`config.mk`:
```
export PLATFORM = sky130hd
export DESIGN_NAME = algo_1r6w_a112_sva_selchk
export DESIGN_NICKNAME = d
export VERILOG_FILES = /design/src/rtl/algo_sva_chk_pkg.sv /design/src/rtl/algo_sva_delay_pipe.sv /design/src/rtl/algo_1r6w_a112_sva_selchk.sv
export SDC_FILE = /design/constraint.sdc
export NUM_CORES = 1
export LEC_CHECK = 0
export BUFFER_PORTS_ARGS = -buffer_cell sky130_fd_sc_hd__clkbuf_2
export CORE_AREA = 2 2 155 157
export CTS_CLUSTER_DIAMETER = 60
export DETAILED_ROUTE_END_ITERATION = 16
export DIE_AREA = 0 0 157 159
export PLACE_DENSITY = 0.73
export SETUP_SLACK_MARGIN = 0.05
export SLEW_MARGIN = 40
export SYNTH_ARGS = -nofsm -noshare
export SYNTH_HDL_FRONTEND = slang
export SYNTH_SLANG_ARGS = --single-unit
```
`constraint.sdc`:
```
create_clock -name clk -period 3.87 [get_ports clk]
set_input_delay 0.774 -clock clk [delete_from_list [all_inputs] [get_ports clk]]
set_output_delay 0.774 -clock clk [all_outputs]
set_load 0.01 [all_outputs]
```
`src/rtl/algo_sva_chk_pkg.sv`:
```
`default_nettype none
// ============================================================================
// Module   : algo_sva_chk_pkg
// Purpose  : Shared types and helpers for the 1r6w a112 select-address
//            checker. It holds the read-pipeline entry flags, the helper that
//            picks the highest-index write port that matches, and the
//            saturating adder used by the error counter.
// Ports    : none (package)
// Revision : 1.0 - initial release
// ============================================================================
package algo_sva_chk_pkg;

  // The widest write-port vector the priority helper accepts.
  localparam int C_MAX_PORTS = 32;

  // Flag part of a read-pipeline entry. The expected data word is appended in
  // the top, where WIDTH is known.
  typedef struct packed {
    logic v;      // a read was issued in this slot
    logic hit;    // the read targeted the selected address
    logic known;  // the shadow held a valid value when the read was issued
  } ent_flags_t;

  // Returns the index of the highest set bit. The result is 0 when the mask is
  // empty, so callers qualify it with a non-empty mask.
  function automatic logic [4:0] hi_index(input logic [C_MAX_PORTS-1:0] mask);
    logic [4:0] idx;
    idx = '0;
    for (int i = 0; i < C_MAX_PORTS; i++) begin
      if (mask[i]) idx = 5'(i);
    end
    return idx;
  endfunction

  // Adds inc to a and clamps the result at cmax. The sum is formed one bit
  // wider so that it cannot wrap before the clamp is applied.
  function automatic logic [31:0] sat_add(input logic [31:0] a,
                                          input logic [1:0]  inc,
                                          input logic [31:0] cmax);
    logic [32:0] s;
    s = {1'b0, a} + {31'd0, inc};
    return (s > {1'b0, cmax}) ? cmax : s[31:0];
  endfunction

endpackage
`default_nettype wire

```
`src/rtl/algo_sva_delay_pipe.sv`:
```
`default_nettype none
// ============================================================================
// Module   : algo_sva_delay_pipe
// Purpose  : A fixed-depth shift register that delays a packed read entry by
//            DEPTH clock cycles. It shifts on every cycle.
// Ports    : clk  - clock
//            rst  - asynchronous reset, active low; clears every stage to 0
//            i_d  - entry pushed into the first stage
//            o_q  - entry leaving the last stage (DEPTH cycles old)
// Revision : 1.0 - initial release
// ============================================================================
module algo_sva_delay_pipe #(
  parameter int DEPTH = 4,
  parameter int WIDTH = 35
) (
  input  logic             clk,
  input  logic             rst,
  input  logic [WIDTH-1:0] i_d,
  output logic [WIDTH-1:0] o_q
);

  logic [WIDTH-1:0] r_stage [DEPTH];

  always_ff @(posedge clk or negedge rst) begin
    if (!rst) begin
      for (int i = 0; i < DEPTH; i++) r_stage[i] <= '0;
    end else begin
      r_stage[0] <= i_d;
      for (int i = 1; i < DEPTH; i++) r_stage[i] <= r_stage[i-1];
    end
  end

  assign o_q = r_stage[DEPTH-1];

endmodule
`default_nettype wire

```
`src/rtl/algo_1r6w_a112_sva_selchk.sv`:
```
`default_nettype none
// ============================================================================
// Module   : algo_1r6w_a112_sva_selchk
// Purpose  : Data-integrity checker for one selected address of a 1r6w
//            memory. The six write ports update a shadow copy of that
//            address. The expected value of each read is delayed by
//            READ_DELAY cycles and then compared with rd_dout and rd_vld. The
//            block reports miscompares, valid-protocol errors and illegal
//            addresses, and keeps a sticky flag and a saturating error count.
// Ports    : clk, rst (async, active low)
//            ready                       - memory ready; stimulus is ignored at 0
//            select_addr                 - address under check (locked on the
//                                          first ready cycle)
//            write/wr_adr/din            - six write ports, packed by port
//            read/rd_adr                 - read request
//            rd_vld/rd_dout/rd_serr/rd_derr - memory read response
//            shadow_vld/shadow_dat       - shadow copy of the selected address
//            chk_mismatch/chk_vld_err/chk_adr_err - registered error pulses
//            chk_sticky/err_cnt          - accumulated error status
// Revision : 1.0 - initial release
// ============================================================================
module algo_1r6w_a112_sva_selchk
  import algo_sva_chk_pkg::*;
#(
  parameter int WIDTH      = 32,
  parameter int NUMADDR    = 8192,
  parameter int BITADDR    = 13,
  parameter int NUMWRPT    = 6,
  parameter int READ_DELAY = 4,
  parameter int BITCNT     = 16
) (
  input  logic                       clk,
  input  logic                       rst,
  input  logic                       ready,
  input  logic [BITADDR-1:0]         select_addr,
  input  logic [NUMWRPT-1:0]         write,
  input  logic [NUMWRPT*BITADDR-1:0] wr_adr,
  input  logic [NUMWRPT*WIDTH-1:0]   din,
  input  logic                       read,
  input  logic [BITADDR-1:0]         rd_adr,
  input  logic                       rd_vld,
  input  logic [WIDTH-1:0]           rd_dout,
  input  logic                       rd_serr,
  input  logic                       rd_derr,
  output logic                       shadow_vld,
  output logic [WIDTH-1:0]           shadow_dat,
  output logic                       chk_mismatch,
  output logic                       chk_vld_err,
  output logic                       chk_adr_err,
  output logic                       chk_sticky,
  output logic [BITCNT-1:0]          err_cnt
);

  localparam logic [31:0] C_NUMADDR = 32'(NUMADDR);
  localparam logic [31:0] C_CNT_MAX = 32'((64'd1 << BITCNT) - 64'd1);

  typedef struct packed {
    ent_flags_t       f;
    logic [WIDTH-1:0] exp;
  } ent_t;

  logic               r_sel_lk;
  logic [BITADDR-1:0] r_sel_q;
  logic               r_shadow_vld;
  logic [WIDTH-1:0]   r_shadow_dat;
  logic               r_mis, r_vld_err, r_adr_err, r_sticky;
  logic [BITCNT-1:0]  r_cnt;

  logic [BITADDR-1:0] w_sel;
  logic [NUMWRPT-1:0] w_wr_hit, w_wr_bad;
  logic [4:0]         w_hi_idx;
  logic [WIDTH-1:0]   w_hi_dat;
  logic               w_rd_bad;
  ent_t               w_push_ent, w_tail;
  logic [$bits(ent_t)-1:0] w_push_vec, w_tail_vec;
  logic               w_mis, w_vld_err, w_adr_err;
  logic               w_unused_serr;

  // Before the lock, the live select_addr is used directly. This lets the
  // first ready cycle already track the address it is about to lock.
  assign w_sel = r_sel_lk ? r_sel_q : select_addr;

  // Decode each write port. Out-of-range addresses never match, so an illegal
  // write cannot update the shadow.
  for (genvar gi = 0; gi < NUMWRPT; gi++) begin : g_wr
    logic [BITADDR-1:0] w_adr;
    logic               w_ok;
    assign w_adr        = wr_adr[gi*BITADDR +: BITADDR];
    assign w_ok         = 32'(w_adr) < C_NUMADDR;
    assign w_wr_hit[gi] = write[gi] && w_ok && (w_adr == w_sel);
    assign w_wr_bad[gi] = write[gi] && !w_ok;
  end

  // On a multi-port collision at the selected address, the highest port wins.
  assign w_hi_idx = hi_index(C_MAX_PORTS'(w_wr_hit));
  assign w_hi_dat = din[w_hi_idx*WIDTH +: WIDTH];
  assign w_rd_bad = read && !(32'(rd_adr) < C_NUMADDR);

  // The read samples the shadow before this cycle's writes land, which gives
  // read-old semantics on a same-cycle read/write.
  always_comb begin
    w_push_ent = '0;
    if (ready && read) begin
      w_push_ent.f.v     = 1'b1;
      w_push_ent.f.hit   = (rd_adr == w_sel);
      w_push_ent.f.known = r_shadow_vld;
      w_push_ent.exp     = r_shadow_dat;
    end
  end

  assign w_push_vec = w_push_ent;
  assign w_tail     = ent_t'(w_tail_vec);

  algo_sva_delay_pipe #(
    .DEPTH (READ_DELAY),
    .WIDTH ($bits(ent_t))
  ) u_pipe (
    .clk (clk),
    .rst (rst),
    .i_d (w_push_vec),
    .o_q (w_tail_vec)
  );

  // A single-bit error has already been corrected, so it does not gate the
  // compare. Only an uncorrectable error suppresses the compare.
  assign w_unused_serr = rd_serr;
  assign w_vld_err = (w_tail.f.v != rd_vld);
  assign w_mis     = w_tail.f.v && rd_vld && w_tail.f.hit && w_tail.f.known &&
                     !rd_derr && (rd_dout != w_tail.exp);
  assign w_adr_err = ready && (w_rd_bad || (|w_wr_bad));

  always_ff @(posedge clk or negedge rst) begin
    if (!rst) begin
      r_sel_lk     <= 1'b0;
      r_sel_q      <= '0;
      r_shadow_vld <= 1'b0;
      r_shadow_dat <= '0;
      r_mis        <= 1'b0;
      r_vld_err    <= 1'b0;
      r_adr_err    <= 1'b0;
      r_sticky     <= 1'b0;
      r_cnt        <= '0;
    end else begin
      r_mis     <= w_mis;
      r_vld_err <= w_vld_err;
      r_adr_err <= w_adr_err;
      // The sticky flag rises together with the first pulse. The counter
      // accumulates the registered pulses on the following cycle.
      r_sticky  <= r_sticky | w_mis | w_vld_err | w_adr_err;
      r_cnt     <= BITCNT'(sat_add(32'(r_cnt),
                                   {1'b0, r_mis} + {1'b0, r_vld_err} + {1'b0, r_adr_err},
                                   C_CNT_MAX));
      if (ready) begin
        if (!r_sel_lk) begin
          r_sel_q  <= select_addr;
          r_sel_lk <= 1'b1;
        end
        if (|w_wr_hit) begin
          r_shadow_vld <= 1'b1;
          r_shadow_dat <= w_hi_dat;
        end
      end
    end
  end

  assign shadow_vld   = r_shadow_vld;
  assign shadow_dat   = r_shadow_dat;
  assign chk_mismatch = r_mis;
  assign chk_vld_err  = r_vld_err;
  assign chk_adr_err  = r_adr_err;
  assign chk_sticky   = r_sticky;
  assign err_cnt      = r_cnt;

endmodule
`default_nettype wire

```
After elaboration in Yosys (flattened, before gate mapping)
Cells that the tools add are included.
{"block": "classes", "n_addsub": 2, "n_mul": 0, "div_mod_pow": 0, "magnitude_cmp": 1, "n_eq_ne": 9, "n_shift": 1, "n_mux": 8, "bitwise_logic": 2, "n_reduce_logical": 15}
{"cell": "variable part select 192 x 9 -> 32 bit", "n": 1}
{"cell": "== test 13 bit", "n": 7}
{"cell": "two-way mux 35 bit", "n": 1}
{"cell": "!= test 32 bit", "n": 1}
{"cell": "adder 16 x 2 -> 17 bit", "n": 1}
{"cell": "greater-than comparator 17 x 16 -> 1 bit, second input constant", "n": 1}
{"cell": "two-way mux 16 bit", "n": 1}
{"cell": "two-way mux 13 bit", "n": 1}
{"cell": "logical AND 1 bit", "n": 12}
{"cell": "two-way mux 3 bit", "n": 2}
{"cell": "OR reduction 6 bit", "n": 1}
{"cell": "two-way mux 2 bit", "n": 2}
{"cell": "adder 1 x 1 -> 2 bit", "n": 1}
{"cell": "OR 1 bit", "n": 2}
{"cell": "AND reduction 2 bit", "n": 1}
{"cell": "logical NOT 1 bit", "n": 1}
{"cell": "two-way mux 1 bit", "n": 1}
{"cell": "!= test 1 bit", "n": 1}
{"block": "word_totals", "ff_bits": 206, "latchBits": 0, "mem_bits_rw": 0, "mem_bits_ro": 0, "in_bits": 341, "output_inout_bits": 53, "wordCells": 50, "memories": 0}

Longest topological paths before layout
Gate-level depths: netlist (run 1).
{"block": "depth", "depth_word": 9, "mapped_depth": 13, "depth_no_buf": 8}

By module
Synthesis (run 1) repeated with hierarchy kept, for this count alone.
{"block": "unflattened", "hier_cells": 932, "hier_area_um2": 10502.6}
{"module": "algo_1r6w_a112_sva_selchk", "instances": 1, "cells_each": 757, "area_per_inst_um2": 6736.5, "seq_area_each_um2": 1651.6}
{"module": "algo_sva_delay_pipe", "instances": 1, "cells_each": 175, "area_per_inst_um2": 3766.1, "seq_area_each_um2": 3503.4}

Least setup slack after synthesis (run 1)
OpenSTA, ideal clock, no wires.
{"block": "synth_path", "path_kind": "input port to flip-flop", "start": "in select_addr[7]", "end": "reg r_shadow_dat[25], in the netlist shadow_dat[25]", "setup_time_ns": 0.131, "t_arrival_ns": 2.849, "t_required_ns": 3.739, "slack_ns": 0.889, "stages": 11, "path_buffers": 3, "cell_sequence": "mux2i_4 xor2_1 and2_0 and4_4 nand2b_1 buf_4 o31ai_4 buf_6 clkbuf_1 a2111oi_0 or3_1"}
{"block": "synth_via", "elab_chain_len": 9, "elab_cells_between_ends": 21, "cone_classes": "6 x eq/ne; 1 x shift; 6 x mux; 8 x reduce/logical"}
{"element": "from (decl)", "line_no": "algo_1r6w_a112_sva_selchk.sv:35", "text": "input logic [BITADDR-1:0] select_addr,"}
{"element": "two-way mux 13 bit *"}
{"element": "== test 13 bit", "line_no": "algo_1r6w_a112_sva_selchk.sv:90", "text": "assign w_wr_hit[gi] = write[gi] && w_ok && (w_adr == w_sel);"}
{"element": "logical AND 1 bit", "line_no": "algo_1r6w_a112_sva_selchk.sv:90"}
{"element": "two-way mux 1 bit", "line_no": "algo_sva_chk_pkg.sv:30", "text": "if (mask[i]) idx = 5'(i);"}
{"element": "two-way mux 2 bit (2 in series)", "line_no": "algo_sva_chk_pkg.sv:30"}
{"element": "two-way mux 3 bit (2 in series)", "line_no": "algo_sva_chk_pkg.sv:30"}
{"element": "variable part select 192 x 9 -> 32 bit", "line_no": "algo_1r6w_a112_sva_selchk.sv:96", "text": "assign w_hi_dat = din[w_hi_idx*WIDTH +: WIDTH];"}
{"element": "to (signal assigned)", "line_no": "algo_1r6w_a112_sva_selchk.sv:160", "text": "r_shadow_dat <= w_hi_dat;"}
{"element": "to (decl)", "line_no": "algo_1r6w_a112_sva_selchk.sv:65", "text": "logic [WIDTH-1:0] r_shadow_dat;"}
Mark *: on every way between the ends. The rest lies on a longest branch, timed or not.
A chain may end at the register's enable or synchronous reset.

Final worst setup path (run 1)
{"block": "layout_path", "start": "reg r_sel_lk", "end": "reg r_shadow_dat[21], in the netlist shadow_dat[21]"}
{"block": "layout_via", "elab_chain_len": 9, "elab_cells_between_ends": 21, "cone_classes": "6 x eq/ne; 1 x shift; 6 x mux; 8 x reduce/logical"}
{"element": "from (decl)", "line_no": "algo_1r6w_a112_sva_selchk.sv:62", "text": "logic r_sel_lk;"}
{"element": "from (signal assigned)", "line_no": "algo_1r6w_a112_sva_selchk.sv:134", "text": "r_sel_lk <= 1'b0;"}
{"element": "from (signal assigned)", "line_no": "algo_1r6w_a112_sva_selchk.sv:156", "text": "r_sel_lk <= 1'b1;"}
{"element": "two-way mux 13 bit *"}
{"element": "== test 13 bit", "line_no": "algo_1r6w_a112_sva_selchk.sv:90"}
{"element": "logical AND 1 bit", "line_no": "algo_1r6w_a112_sva_selchk.sv:90"}
{"element": "two-way mux 1 bit", "line_no": "algo_sva_chk_pkg.sv:30"}
{"element": "two-way mux 2 bit (2 in series)", "line_no": "algo_sva_chk_pkg.sv:30"}
{"element": "two-way mux 3 bit (2 in series)", "line_no": "algo_sva_chk_pkg.sv:30"}
{"element": "variable part select 192 x 9 -> 32 bit", "line_no": "algo_1r6w_a112_sva_selchk.sv:96"}
Marks and branches as above.

==> run_summary.xml, run 1 <==
<?xml version="1.0" encoding="UTF-8"?>
<metrics>
  <group name="yosys">
    <metric name="post_synth_fa_ha_maj_area_fraction" unit="">0.00565</metric>
    <metric name="mean_post_synth_cell_area" unit="µm²">11.4</metric>
    <metric name="synth_seq_area_share" unit="">0.506</metric>
    <metric name="synth_fp_nets" unit="">1239</metric>
    <metric name="synth_compound_area_frac" unit="">0.0913</metric>
    <metric name="ys_ff_latch" unit="">206</metric>
    <metric name="synth_cells" unit="">894</metric>
    <metric name="asyncSetResetFlopFracSynth" unit="">1.00</metric>
    <metric name="synth_simple_gate_area_share" unit="">0.185</metric>
    <metric name="ys_dominant_reg_cell" unit="">sky130_fd_sc_hd__dfrtp_1</metric>
    <metric name="yosys_warnings" unit="">0</metric>
    <metric name="synth_xor_area_frac" unit="">0.115</metric>
    <metric name="synth_top_family_by_area" unit="">simple AND/OR/NAND/NOR gates</metric>
    <metric name="muxShareOfSynthArea" unit="">0.0673</metric>
    <metric name="synth.cell_area" unit="µm²">10200</metric>
    <metric name="netlist-cell-type-count" unit="">49</metric>
    <metric name="synth-edff-count" unit="">0</metric>
  </group>
  <group name="cts">
    <metric name="post-cts-setup-buffers" unit="">0</metric>
    <metric name="number_of_buffers_inserted_during_clock_tree_synthesis" unit="">22</metric>
    <metric name="worstSkewPairLatency" unit="ps">490</metric>
    <metric name="htreeDepth" unit="">1</metric>
    <metric name="cts.reportedPaths.clkPinSlew" unit="ps">70</metric>
    <metric name="cts_hold_buffers" unit="">0</metric>
    <metric name="root_buffer" unit="">sky130_fd_sc_hd__clkbuf_16</metric>
    <metric name="clk_path_buf_depth" unit="">3</metric>
    <metric name="cts_sinks" unit="">206</metric>
    <metric name="cts_tree" unit="">yes</metric>
    <metric name="post_cts_resized" unit="">0</metric>
  </group>
  <group name="run_status">
    <metric name="run_status" unit="">completed</metric>
  </group>
  <group name="die">
    <metric name="die_w" unit="µm">157</metric>
    <metric name="die_height" unit="µm">159</metric>
    <metric name="placementRows" unit="">56</metric>
    <metric name="start_util" unit="">0.439</metric>
    <metric name="die_area" unit="µm²">25000</metric>
    <metric name="core_region" unit="µm²">23200</metric>
    <metric name="num_io_pins" unit="">394</metric>
  </group>
  <group name="routing">
    <metric name="remaining_drc_errors" unit="">0</metric>
    <metric name="detail_route.wl_per_cell" unit="µm">20.2</metric>
    <metric name="first_pass_iters" unit="">4</metric>
    <metric name="totalWireLength" unit="mm">32.9</metric>
    <metric name="detail_route.vias_per_cell" unit="">5.18</metric>
    <metric name="route.vias.total" unit="">8423</metric>
    <metric name="detailedRoute.firstIterationViolations" unit="">411</metric>
    <metric name="antenna_left" unit="">0</metric>
  </group>
  <group name="global_routing">
    <metric name="grtUsageTotal" unit="">0.262</metric>
    <metric name="grt_remaining_overflow" unit="">0</metric>
    <metric name="initial_antenna_violation_count" unit="">7</metric>
    <metric name="first_global_vias" unit="">8656</metric>
    <metric name="maximum_number_of_pins_on_one_net_before_global_route_repair" unit="">109</metric>
    <metric name="grt_first_pass_wirelength" unit="mm">49.5</metric>
  </group>
  <group name="setup_path">
    <metric name="cp_max_fo" unit="">32</metric>
    <metric name="critical_path.max_stage_delay" unit="ps">620</metric>
    <metric name="worstSetupStartpointType" unit="">flip-flop</metric>
    <metric name="critPathSlowestCell" unit="">sky130_fd_sc_hd__or2_2</metric>
    <metric name="arrival_worst_endpoint" unit="ps">3950</metric>
    <metric name="critical_path_class" unit="">flip-flop to flip-flop</metric>
    <metric name="path_cells" unit="">buf_12 -&gt; mux2i_4 -&gt; xnor2_1 -&gt; nor4_4 -&gt; nand4_4 -&gt; nor3b_4 -&gt; or2_2 -&gt; a2111oi_0 -&gt; or3_1</metric>
    <metric name="worstPathRequired" unit="ps">4240</metric>
    <metric name="end_kind" unit="">flip-flop</metric>
  </group>
  <group name="power">
    <metric name="power.density_cell_area" unit="nW/µm²">399</metric>
    <metric name="cellLeakagePower" unit="nW">6.60</metric>
    <metric name="total_power" unit="mW">5.34</metric>
    <metric name="maximum_vdd_drop" unit="mV">0.252</metric>
  </group>
  <group name="placement">
    <metric name="dp_hpwl" unit="mm">25.3</metric>
    <metric name="io_buffers" unit="">391</metric>
    <metric name="postPlaceCellArea" unit="µm²">12600</metric>
    <metric name="placer_s_final_routability_congestion_estimate" unit="">0.933</metric>
  </group>
  <group name="timing">
    <metric name="finClkSkew" unit="ps">16.8</metric>
    <metric name="timing_worst_slew_pin_value" unit="ps">737</metric>
    <metric name="setup-violations-final" unit="">0</metric>
    <metric name="max-slew-margin-rel" unit="">0.508</metric>
    <metric name="timing.fmax" unit="MHz">280</metric>
    <metric name="final-max-slew-violation-count" unit="">0</metric>
    <metric name="setup_repair_after_global_routing_missed_its_margin" unit="">no</metric>
    <metric name="setup_tns" unit="ps">0</metric>
    <metric name="layout_min_cycle_time" unit="ps">3570</metric>
    <metric name="finalCritPeriodShare" unit="">0.924</metric>
    <metric name="timing.final.hold_violations" unit="">0</metric>
  </group>
  <group name="finish">
    <metric name="final.fill_count" unit="">1968</metric>
    <metric name="drive_above_1_share" unit="">0.422</metric>
    <metric name="ff_latch_area" unit="µm²">5150</metric>
    <metric name="multi_input_comb_area" unit="µm²">4740</metric>
    <metric name="utilization" unit="">0.578</metric>
    <metric name="synthToLayoutAreaGrowth" unit="%">31.5</metric>
    <metric name="design_area" unit="µm²">13400</metric>
    <metric name="final_nets" unit="">1631</metric>
  </group>
  <group name="hold_path">
    <metric name="hold_removal_path_class" unit="">primary input to asynchronous set/reset pin</metric>
  </group>
  <group name="job">
    <metric name="maxCapViolations" unit="">0</metric>
  </group>
</metrics>
path summary, 6_finish.rpt:
| path | startpoint | to | slack [ps] | cells after the start |
|---|---|---|---|---|
| max | r_sel_lk$_DFFE_PN0P_ | shadow_dat[21]$_DFFE_PN0P_ | 300 | 9 |
| min | rst | u_pipe.o_q[4]$_DFF_PN0_ | 190 | 1 |
| max reg2reg | r_sel_lk$_DFFE_PN0P_ | shadow_dat[21]$_DFFE_PN0P_ | 300 | 9 |
| min reg2reg | u_pipe.r_stage[117]$_DFF_PN0_ | u_pipe.r_stage[82]$_DFF_PN0_ | 340 | 0 |
| max in group asynchronous | rst | u_pipe.r_stage[37]$_DFF_PN0_ | 2620 | 3 |
| min in group clk | u_pipe.r_stage[117]$_DFF_PN0_ | u_pipe.r_stage[82]$_DFF_PN0_ | 340 | 0 |
layout by cell type (no fill, tap or decap), drive strengths merged, types with 2 or more instances in the layout:
master and instances:
nand2 22, clkbuf 421, or3 32, mux2 34, bufinv 2, and2 37
buf 36, a21oi 12, or2 34, xor2 21, xnor2 113, nor2 75
nand3 10, nand4 15, a2111oi 30, nand2b 5, o21ai 3, nor4 53
dfrtp 206, and3 38, diode 6, ha 3, o211ai 30, and4 3
a2111o 2, o221ai 32, clkinv 3, mux2i 14, o21a 3, inv 3
where the power goes:
part,total [mW],internal [mW],leakage [nW],switching (mW)
Combinational,0.871,0.441,3.43,0.430
Sequential,2.31,2.23,2.80,0.0795
Clock,2.16,1.30,0.371,0.859
Total,5.34,3.98,6.60,1.37
critical path: cells and delay by family, from the launching register on:
family / cells / cell delay [ps]
AO/OA/AOI/OAI: 1 / 260
flip-flops: 1 / 390
AND/OR/NAND/NOR: 5 / 1920
XOR/XNOR: 1 / 180
buffers and inverters: 1 / 220
multiplexers: 1 / 460
cell families (layout without fill, tap and decap cells):
group / Yosys count / in the layout
DFF: 206 / 206
other: 1 / 7
and+or+nand+nor: 328 / 328
adders and majority gates: 4 / 4
muxes: 48 / 48
xor gates and xnor gates: 134 / 134
AOI/OAI and AO/OA: 115 / 115
buffers and inverters: 58 / 466
final cells by class:
class	count	share of cell area
Clock inverter	9	0.00962
Multi-Input combinational cell	630	0.354
Sequential cell	206	0.385
Tap cell	319	0.0298
Antenna cell	6	0.00112
Timing Repair Buffer	426	0.173
Clock buffer	31	0.0474
layer usage:
metal / global-route usage / vias up / wire length [µm]
met5: 0 / - / 13
met4: 0.117 / 2 / 1330
met3: 0.0425 / 81 / 1970
met2: 0.427 / 333 / 16000
met1: 0.344 / 3984 / 13600
li1: - / 4023 / -
sequential cells by signal (all words and copies together), names as in the netlist:
| name | cells |
|---|---|
| chk_sticky | 1 |
| err_cnt | 16 |
| r_sel_lk | 1 |
| shadow_dat | 32 |
| u_pipe.r_stage | 105 |
| r_sel_q | 13 |
| chk_mismatch | 1 |
| u_pipe.o_q | 35 |
| shadow_vld | 1 |
| chk_vld_err | 1 |
synthesized netlist by cell type (all sizes together), types with 21 or more instances:
library cell,number,area [µm²]
or3,32,200
mux2,34,383
a2111oi,30,263
and2,37,231
nand2,22,85.1
nor2,75,282
or2,34,213
clkbuf,35,131
o221ai,32,280
nor4,53,368
dfrtp,206,5150
and3,38,238
buf,23,170
o211ai,30,225
xor2,21,184
xnor2,113,990
metrics by stage:
stage               setup slack [ps]  hold WS (ps)  instances
finish                           295           187       1627
global route                    60.1           205       1627
CTS                              260           345       1620
detailed placement              38.6           335       1580
global placement                 164           332       1580
floorplan                        889           331        894
(Power assumes the default switching activity.)
==> run 2: changes to the inputs <==
--- a/config.mk
+++ b/config.mk
@@ -6,11 +6,11 @@
 export NUM_CORES = 1
 export LEC_CHECK = 0
 export BUFFER_PORTS_ARGS = -buffer_cell sky130_fd_sc_hd__clkbuf_2
-export CORE_AREA = 2 2 155 157
+export CORE_MARGIN = 2
+export CORE_UTILIZATION = 39
 export CTS_CLUSTER_DIAMETER = 60
 export DETAILED_ROUTE_END_ITERATION = 16
-export DIE_AREA = 0 0 157 159
-export PLACE_DENSITY = 0.73
+export PLACE_DENSITY = 0.66
 export SETUP_SLACK_MARGIN = 0.05
 export SLEW_MARGIN = 40
 export SYNTH_ARGS = -nofsm -noshare
==> run 2 against run 1 <==
Clock power down 8%. Flip-flop and latch count unchanged. Worst setup slack got worse by 15 ps. Cell count increased by 0.55%. Power shrank 3.3%. First-iteration DRC count rose by 31%. Clock-buffer cell count down 2. Via count down 0.11%.
==> run_summary.xml, run 2 (synthesis results as in run 1) <==
<?xml version="1.0" encoding="UTF-8"?>
<metrics>
  <group name="power">
    <metric name="maximum_vdd_drop" unit="mV">0.280</metric>
    <metric name="cellLeakagePower" unit="nW">6.57</metric>
    <metric name="power.density_cell_area" unit="nW/µm²">387</metric>
  </group>
  <group name="die">
    <metric name="die_height" unit="µm">166</metric>
    <metric name="core_region" unit="µm²">25800</metric>
    <metric name="placementRows" unit="">59</metric>
    <metric name="num_io_pins" unit="">394</metric>
    <metric name="die_area" unit="µm²">27400</metric>
    <metric name="start_util" unit="">0.394</metric>
    <metric name="die_w" unit="µm">166</metric>
  </group>
  <group name="timing">
    <metric name="timing.final.hold_violations" unit="">0</metric>
    <metric name="setup_tns" unit="ps">0</metric>
    <metric name="setup_repair_after_global_routing_missed_its_margin" unit="">no</metric>
    <metric name="final-max-slew-violation-count" unit="">0</metric>
    <metric name="max-slew-margin-rel" unit="">0.529</metric>
    <metric name="layout_min_cycle_time" unit="ps">3590</metric>
    <metric name="finalCritPeriodShare" unit="">0.928</metric>
    <metric name="timing_worst_slew_pin_value" unit="ps">706</metric>
    <metric name="setup-violations-final" unit="">0</metric>
    <metric name="timing.fmax" unit="MHz">279</metric>
    <metric name="finClkSkew" unit="ps">11.1</metric>
  </group>
  <group name="global_routing">
    <metric name="grt_first_pass_wirelength" unit="mm">49.6</metric>
    <metric name="grt_remaining_overflow" unit="">0</metric>
    <metric name="first_global_vias" unit="">8692</metric>
    <metric name="initial_antenna_violation_count" unit="">4</metric>
    <metric name="grtUsageTotal" unit="">0.229</metric>
    <metric name="maximum_number_of_pins_on_one_net_before_global_route_repair" unit="">102</metric>
  </group>
  <group name="finish">
    <metric name="mostFrequentLayoutCells" unit="">sky130_fd_sc_hd__clkbuf_2, sky130_fd_sc_hd__dfrtp_1, sky130_fd_sc_hd__xnor2_1</metric>
    <metric name="multi_input_comb_area" unit="µm²">4740</metric>
    <metric name="largest_register_ff_count" unit="">105</metric>
    <metric name="design_area" unit="µm²">13300</metric>
    <metric name="ff_latch_area" unit="µm²">5150</metric>
    <metric name="drive_above_1_share" unit="">0.421</metric>
    <metric name="final.fill_count" unit="">2371</metric>
    <metric name="top_register" unit="">u_pipe.r_stage</metric>
    <metric name="mostFrequentLayoutCell" unit="">sky130_fd_sc_hd__clkbuf_2</metric>
    <metric name="utilization" unit="">0.516</metric>
    <metric name="final_nets" unit="">1629</metric>
    <metric name="synthToLayoutAreaGrowth" unit="%">30.9</metric>
  </group>
  <group name="cts">
    <metric name="cts_hold_buffers" unit="">0</metric>
    <metric name="post_cts_resized" unit="">0</metric>
    <metric name="number_of_buffers_inserted_during_clock_tree_synthesis" unit="">22</metric>
    <metric name="clk_path_buf_depth" unit="">3</metric>
    <metric name="cts.reportedPaths.clkPinSlew" unit="ps">60</metric>
    <metric name="cts_sinks" unit="">206</metric>
    <metric name="worstSkewPairLatency" unit="ps">490</metric>
    <metric name="root_buffer" unit="">sky130_fd_sc_hd__clkbuf_16</metric>
    <metric name="cts_tree" unit="">yes</metric>
    <metric name="htreeDepth" unit="">1</metric>
  </group>
  <group name="run_status">
    <metric name="run_status" unit="">completed</metric>
  </group>
  <group name="routing">
    <metric name="detailedRoute.firstIterationViolations" unit="">538</metric>
    <metric name="remaining_drc_errors" unit="">0</metric>
    <metric name="route.vias.total" unit="">8414</metric>
    <metric name="antenna_left" unit="">0</metric>
    <metric name="detail_route.vias_per_cell" unit="">5.14</metric>
    <metric name="first_pass_iters" unit="">4</metric>
    <metric name="detail_route.wl_per_cell" unit="µm">19.4</metric>
    <metric name="totalWireLength" unit="mm">31.8</metric>
  </group>
  <group name="setup_path">
    <metric name="arrival_worst_endpoint" unit="ps">3950</metric>
    <metric name="reg2reg_setup_slack" unit="ps">280</metric>
    <metric name="end_kind" unit="">flip-flop</metric>
    <metric name="worstSetupStartpointType" unit="">flip-flop</metric>
    <metric name="cp_max_fo" unit="">83</metric>
    <metric name="worstPathRequired" unit="ps">4230</metric>
    <metric name="critical_path_class" unit="">flip-flop to flip-flop</metric>
  </group>
  <group name="placement">
    <metric name="dp_hpwl" unit="mm">24.2</metric>
    <metric name="io_buffers" unit="">391</metric>
    <metric name="postPlaceCellArea" unit="µm²">12600</metric>
    <metric name="placer_s_final_routability_congestion_estimate" unit="">0.931</metric>
  </group>
  <group name="hold_path">
    <metric name="hold_removal_path_class" unit="">primary input to asynchronous set/reset pin</metric>
  </group>
  <group name="job">
    <metric name="maxCapViolations" unit="">0</metric>
  </group>
</metrics>
## run 2: worst paths after layout
kind	start	endpoint	cells past startpoint
worst max-delay path	r_sel_lk$_DFFE_PN0P_	shadow_dat[14]$_DFFE_PN0P_	12
worst max register to register	r_sel_lk$_DFFE_PN0P_	shadow_dat[14]$_DFFE_PN0P_	12
min in group clk	u_pipe.r_stage[83]$_DFF_PN0_	u_pipe.r_stage[48]$_DFF_PN0_	0
worst min register to register	u_pipe.r_stage[83]$_DFF_PN0_	u_pipe.r_stage[48]$_DFF_PN0_	0
worst min-delay path	rst	u_pipe.r_stage[44]$_DFF_PN0_	1
max in group asynchronous	rst	shadow_dat[1]$_DFFE_PN0P_	2
## run 2: final cells by class
type                       count  share of cell area
timing repair buffer         424               0.174
clock buffer                  29              0.0471
tap                          335              0.0314
clock inverter                 9             0.00544
sequential                   206               0.386
antenna                        3            0.000563
multi-input combinational    630               0.356
## run 2: metal layers
metal,vias up,part of all wire,track usage
li1,4023,-,-
met1,4040,0.44,0.323
met2,307,0.48,0.372
met3,44,0.053,0.0313
met4,0,0.022,0.0620
met5,-,0,0
## run 2: power by group
| group | internal [mW] | leakage [nW] | switching (mW) |
|---|---|---|---|
| logic | 0.439 | 3.43 | 0.432 |
| registers | 2.23 | 2.80 | 0.0779 |
| clock network | 1.15 | 0.346 | 0.832 |
| total | 3.83 | 6.57 | 1.34 |
## run 2: timing repair
item	CTS	global route
buffers inserted	0	2
endpoints found under the hold margin	0	0
endpoints found under the setup margin	0	11
## run 2: critical path, cell delays in order (launching register included)
cell	delay [ps]
sky130_fd_sc_hd__dfrtp_1	460
sky130_fd_sc_hd__buf_12	250
sky130_fd_sc_hd__mux2i_4	470
sky130_fd_sc_hd__buf_4	230
sky130_fd_sc_hd__xnor2_1	180
sky130_fd_sc_hd__nor4_4	70
sky130_fd_sc_hd__nand4_4	150
sky130_fd_sc_hd__buf_12	230
sky130_fd_sc_hd__o21ai_1	160
sky130_fd_sc_hd__o31ai_4	350
sky130_fd_sc_hd__buf_12	310
sky130_fd_sc_hd__a2111oi_0	150
sky130_fd_sc_hd__or3_1	390
## run 2: stage by stage
stage	hold WS (ps)	power (mW)	worst slack, ps	cells
after global routing	351	5.43	78.6	1636
after CTS	324	5.24	228	1631
after detailed placement	335	3.22	151	1593
after floorplan	331	2.79	889	894
final	298	5.17	280	1636
after global placement	332	3.21	160	1593
